## src/rtl/endless_wave_pkg.sv

```systemverilog
// Shared constants and state encoding for the Endless Wave obstacle path.
package endless_wave_pkg;

  localparam int           SCREEN_H    = 120;
  localparam logic [6:0]   SPAWN_Y_MIN = 7'd8;
  localparam logic [6:0]   LFSR_SEED   = 7'h5A;
  localparam logic [2:0]   SPEED_MAX   = 3'd4;

  typedef enum logic [2:0] {
    IDLE,
    SPAWN,
    RUN,
    CHECK,
    HALT
  } obst_state_t;

  // Gap top row: low six LFSR bits offset by the minimum, covering 8..71.
  function automatic logic [6:0] spawn_y(input logic [6:0] lfsr);
    return SPAWN_Y_MIN + (lfsr & 7'h3F);
  endfunction

endpackage

```

## src/rtl/obstacle_gen_if.sv

```systemverilog
// Game-control inputs and obstacle geometry outputs of the obstacle generator.
interface obstacle_gen_if;
  logic       start;
  logic       frame_tick;
  logic       crash;
  logic [7:0] obstacles_x;
  logic [6:0] obstacles_y;
  logic [7:0] height;
  logic [4:0] width;
  logic       check_en;
  logic [7:0] score;
  logic [2:0] speed;
  logic       halted;

  modport master (
    input  start, frame_tick, crash,
    output obstacles_x, obstacles_y, height, width, check_en, score, speed, halted
  );

  modport slave (
    output start, frame_tick, crash,
    input  obstacles_x, obstacles_y, height, width, check_en, score, speed, halted
  );
endinterface

```

## src/rtl/lfsr7.sv

```systemverilog
// 7-bit Fibonacci LFSR (x^7+x^6+1); advances only on step.
module lfsr7
  import endless_wave_pkg::*;
(
  input  logic       clk,
  input  logic       reset,
  input  logic       step,
  output logic [6:0] value
);

  always_ff @(posedge clk) begin
    if (reset)     value <= LFSR_SEED;
    else if (step) value <= {value[5:0], value[6] ^ value[5]};
  end

endmodule

```

## src/rtl/obstacle_gen.sv

```systemverilog
// Spawns and scrolls one wall/gap obstacle, strobing check_en after each move.
// Define OBSTACLE_SPEEDUP_EN to raise speed every fourth obstacle passed.
module obstacle_gen
  import endless_wave_pkg::*;
#(
  parameter int SCREEN_W = 160,
  parameter int WIDTH    = 10,
  parameter int GAP_H    = 40
) (
  input  logic           clk,
  input  logic           reset,
  obstacle_gen_if.master bus
);

  localparam logic [7:0] X_SPAWN = 8'(SCREEN_W - 1);

  obst_state_t state;
  logic [7:0]  x_r;
  logic [6:0]  y_r;
  logic        chk_r;
  logic [7:0]  score_r;
  logic [7:0]  score_inc;
  logic        halted_r;
  logic [2:0]  speed_r;
  logic [6:0]  lfsr;
  logic        leaving;

  lfsr7 u_lfsr (
    .clk   (clk),
    .reset (reset),
    .step  (state == SPAWN),
    .value (lfsr)
  );

  // Subtracting only when x >= speed keeps x from wrapping.
  assign leaving   = x_r < {5'd0, speed_r};
  assign score_inc = (score_r == 8'hFF) ? score_r : score_r + 8'd1;

  always_ff @(posedge clk) begin
    if (reset) begin
      state    <= IDLE;
      x_r      <= X_SPAWN;
      y_r      <= '0;
      chk_r    <= 1'b0;
      score_r  <= '0;
      halted_r <= 1'b0;
    end else begin
      chk_r <= 1'b0;
      case (state)
        IDLE:  if (bus.start) state <= SPAWN;
        SPAWN: begin
          x_r   <= X_SPAWN;
          y_r   <= spawn_y(lfsr);
          state <= RUN;
        end
        RUN: begin
          if (bus.crash) begin
            halted_r <= 1'b1;
            state    <= HALT;
          end else if (bus.frame_tick) begin
            if (leaving) begin
              score_r <= score_inc;
              state   <= SPAWN;
            end else begin
              x_r   <= x_r - {5'd0, speed_r};
              chk_r <= 1'b1;
              state <= CHECK;
            end
          end
        end
        CHECK: state <= RUN;
        HALT: begin
          if (bus.start) begin
            score_r  <= '0;
            halted_r <= 1'b0;
            state    <= SPAWN;
          end
        end
        default: state <= IDLE;
      endcase
    end
  end

`ifdef OBSTACLE_SPEEDUP_EN
  always_ff @(posedge clk) begin
    if (reset)
      speed_r <= 3'd1;
    else if (state == HALT && bus.start)
      speed_r <= 3'd1;
    else if (state == RUN && !bus.crash && bus.frame_tick && leaving &&
             score_inc[1:0] == 2'd0 && speed_r < SPEED_MAX)
      speed_r <= speed_r + 3'd1;
  end
`else
  assign speed_r = 3'd1;
`endif

  assign bus.obstacles_x = x_r;
  assign bus.obstacles_y = y_r;
  assign bus.height      = 8'(GAP_H);
  assign bus.width       = 5'(WIDTH);
  assign bus.check_en    = chk_r;
  assign bus.score       = score_r;
  assign bus.speed       = speed_r;
  assign bus.halted      = halted_r;

endmodule

```

## src/flat_wrapper.sv

```systemverilog
// flat-port wrapper written by rule: the top's interface ports become plain ports
module obstacle_gen_flat import endless_wave_pkg::*;
#(
  parameter int SCREEN_W = 160,
  parameter int WIDTH    = 10,
  parameter int GAP_H    = 40
)
  (clk, reset, bus_start, bus_frame_tick, bus_crash, bus_obstacles_x, bus_obstacles_y, bus_height, bus_width, bus_check_en, bus_score, bus_speed, bus_halted);
  obstacle_gen_if bus_i ();
  input  logic clk;
  input  logic reset;
  input wire logic [$bits(bus_i.start)-1:0] bus_start;
  input wire logic [$bits(bus_i.frame_tick)-1:0] bus_frame_tick;
  input wire logic [$bits(bus_i.crash)-1:0] bus_crash;
  output wire logic [$bits(bus_i.obstacles_x)-1:0] bus_obstacles_x;
  output wire logic [$bits(bus_i.obstacles_y)-1:0] bus_obstacles_y;
  output wire logic [$bits(bus_i.height)-1:0] bus_height;
  output wire logic [$bits(bus_i.width)-1:0] bus_width;
  output wire logic [$bits(bus_i.check_en)-1:0] bus_check_en;
  output wire logic [$bits(bus_i.score)-1:0] bus_score;
  output wire logic [$bits(bus_i.speed)-1:0] bus_speed;
  output wire logic [$bits(bus_i.halted)-1:0] bus_halted;
  assign bus_i.start = bus_start;
  assign bus_i.frame_tick = bus_frame_tick;
  assign bus_i.crash = bus_crash;
  assign bus_obstacles_x = bus_i.obstacles_x;
  assign bus_obstacles_y = bus_i.obstacles_y;
  assign bus_height = bus_i.height;
  assign bus_width = bus_i.width;
  assign bus_check_en = bus_i.check_en;
  assign bus_score = bus_i.score;
  assign bus_speed = bus_i.speed;
  assign bus_halted = bus_i.halted;
  obstacle_gen #(.SCREEN_W(SCREEN_W), .WIDTH(WIDTH), .GAP_H(GAP_H)) u_core (.clk(clk), .reset(reset), .bus(bus_i));
endmodule
```

## config.mk

```make
export PLATFORM = sky130hd
export DESIGN_NAME = obstacle_gen_flat
export DESIGN_NICKNAME = d
export VERILOG_FILES = /design/src/rtl/endless_wave_pkg.sv /design/src/rtl/obstacle_gen_if.sv /design/src/rtl/lfsr7.sv /design/src/rtl/obstacle_gen.sv /design/src/flat_wrapper.sv
export SDC_FILE = /design/constraint.sdc
export NUM_CORES = 1
export LEC_CHECK = 0
export ABC_AREA = 1
export CORE_MARGIN = 2
export CORE_UTILIZATION = 45
export CTS_CLUSTER_DIAMETER = 100
export CTS_CLUSTER_SIZE = 14
export DETAILED_ROUTE_END_ITERATION = 10
export PLACE_DENSITY = 0.85
export SKIP_LAST_GASP = 1
export SYNTH_ARGS = -nofsm -noshare
export SYNTH_HDL_FRONTEND = slang
export SYNTH_SLANG_ARGS = --single-unit
```

## constraint.sdc

```tcl
create_clock -name clk -period 1.7 [get_ports clk]
set_input_delay 0.34 -clock clk [delete_from_list [all_inputs] [get_ports clk]]
set_output_delay 0.34 -clock clk [all_outputs]
set_load 0.02 [all_outputs]
```

==> metrics.cfg <==
[critical_path]
cp_cell_sequence=clkdlybuf4s50_1
worst-path-max-fanout=5
cp-start-kind=flip-flop
crit_slowest_cell=clkdlybuf4s50_1
cp_top_family=buffers and inverters
critPathArrivalTime_ps=1330
path_buf_inv=1
path_class=flip-flop to primary output
slowest_delay_ps=630
required_ps=1360
cp-end-kind=primary output

[global_routing]
grt_pass1_vias=1478
antenna_found_initial=0
grt_max_degree=19
gr-total-overflow=0
grt_pass1_wl_um=6640
grt_usage=0.193

[clock_tree]
clkSinkCount=34
tritoncts=built
cts_root_buf=clkbuf_8
clkLatencyLatePin_ps=290
path_clk_slew_ps=70
cts_htree_levels=2
numCtsBuffers=5
ctsHoldBuffers=0
clock_path_buffers=2
postCtsSetupBuffers=0

[pwr]
p_leak_uw=0.00102
peakVddDrop_uv=772
powerDensity_nw_per_um2=1170
finalPower_uw=2640

[cells_and_area]
drive_gt1_frac=0.0976
antenna-diode-count=0
final_cell_mix=60 x nand2_1, 34 x dfxtp_1, 31 x nor2_1
syn_to_final_growth_pct=25.1
layout_commonest_cell=nand2_1
fin_area_um2=2250
final_nets=294

[detailed_routing]
drt_pass1_iterations=4
antenna_left=0
first_iter_violations=127
vias=1643
vias_per_cell=4.90
avgRoutedWirePerCell_um=11.3
drc_errors=0
wl_um=3800

[placement]
routabilityCongestion=0.855
dpl.hpwl_um=2640
portBuffers=29
post_dp_cell_area_um2=2090

[logic_synthesis]
synth_seq_cells=34
synthFlopType=dfxtp_1
syn-cell-area_um2=1800
ys_top_cells_by_area=dfxtp_1 38%, nand2_1 13%, buf_4 7.1%, nor2_1 6.5%, nand3_1 6.1%
yosysUniqueCellTypes=31
synth_top_area_frac=0.378
ys_seq_area_frac=0.378
synth_largest_area_cell=dfxtp_1
syn_avg_cell_area_um2=7.12
yosys_warnings=0
synth_edf_count=0
synthCells=253
async_flop_share=0

[floorplanning]
start_util=0.481
rows=22
dieArea_um2=4520
ioPinCount=46
die_h_um=67.3
dieWidth_um=67.3
core_area_um2=3740

[sta]
skew_ps=6.25
finalSetupViolCount=0
drv_slew=0
period_share=0.981
rsz0062_at_grt=true
hold_viol=0
max_freq_mhz=600
min_period_ps=1670

[status]
status=finished, final reports clean

[run]
drv_cap=0

[worst_hold_path]
min_path_type=flip-flop to flip-flop

-- cell usage after synthesis (all sizes together) (2+ instances only) --
master  number
a21oi       15
buf         19
clkbuf       3
conb         2
dfxtp       34
ha           3
inv         20
nand2       63
nand3       24
nor2        33
nor3         3
o21ai       17
xnor2        4
xor2         7
-- through the flow --
stage               cells  TNS [ps]  hold WS (ps)   util  setup slack (ps)
finish                335         0           459  0.602              32.4
CTS                   335         0           458  0.593             0.800
global route          335     -43.6           487  0.602             -38.8
detailed placement    327     -5.54           444  0.559             -5.54
floorplan             267         0           430      -               163
global placement      327         0           442  0.559              50.9
-- metal layers --
| metal | global-route usage | share of wire | wire [um] | vias to the layer above |
|---|---|---|---|---|
| met4 | 0.0944 | 0.014 | 55 | 0 |
| li1 | - | - | - | 842 |
| met5 | 0 | 0 | 0 | - |
| met1 | 0.248 | 0.47 | 1770 | 737 |
| met2 | 0.304 | 0.45 | 1720 | 57 |
| met3 | 0.0433 | 0.066 | 251 | 7 |
-- registers in the layout, summed over array words and instances (netlist names) --
register,flops
u_core.bus.score,8
u_core.bus.obstacles_y,6
u_core.u_lfsr.value,7
u_core.state,3
u_core.bus.check_en,1
u_core.bus.halted,1
u_core.bus.obstacles_x,8
-- timing repair --
item,4_1_cts,5_1_grt
resized for setup,7,9
endpoints found under the setup margin,7,19
pin swaps,0,1
-- path summary, 6_finish.rpt --
check                             from                        end  slack, ps  cells past startpoint
min reg2reg          u_core.bus.halted          u_core.bus.halted        460                      2
min                  u_core.bus.halted          u_core.bus.halted        460                      2
max                u_core.bus.score[5]               bus_score[5]         30                      1
max reg2reg  u_core.bus.obstacles_x[0]  u_core.bus.obstacles_x[2]        120                      9
-- kinds of logic after synthesis --
family	synth area share
other	0.00417
AO/OA/AOI/OAI	0.109
adder cells (fa/ha/maj)	0.0209
buffers and inverters	0.126
flip-flops	0.378
XOR/XNOR	0.0535
AND/OR/NAND/NOR	0.309
-- cell type report --
type                            count  area, um2
Clock buffer                        5       68.8
Timing Repair Buffer               34        332
Multi-Input combinational cell    191        965
Tap cell                           48       60.1
Clock inverter                      3       68.8
Inverter                           20       77.6
Sequential cell                    34        681
Fill cell                         356       1490
-- power by group --
part / switching [uW] / leakage [uW] / internal (uW)
Sequential: 94.5 / 0.000278 / 902
Clock: 312 / 0.0000683 / 587
Combinational: 453 / 0.000670 / 288
Note: power is estimated with default switching activity, not from simulation.
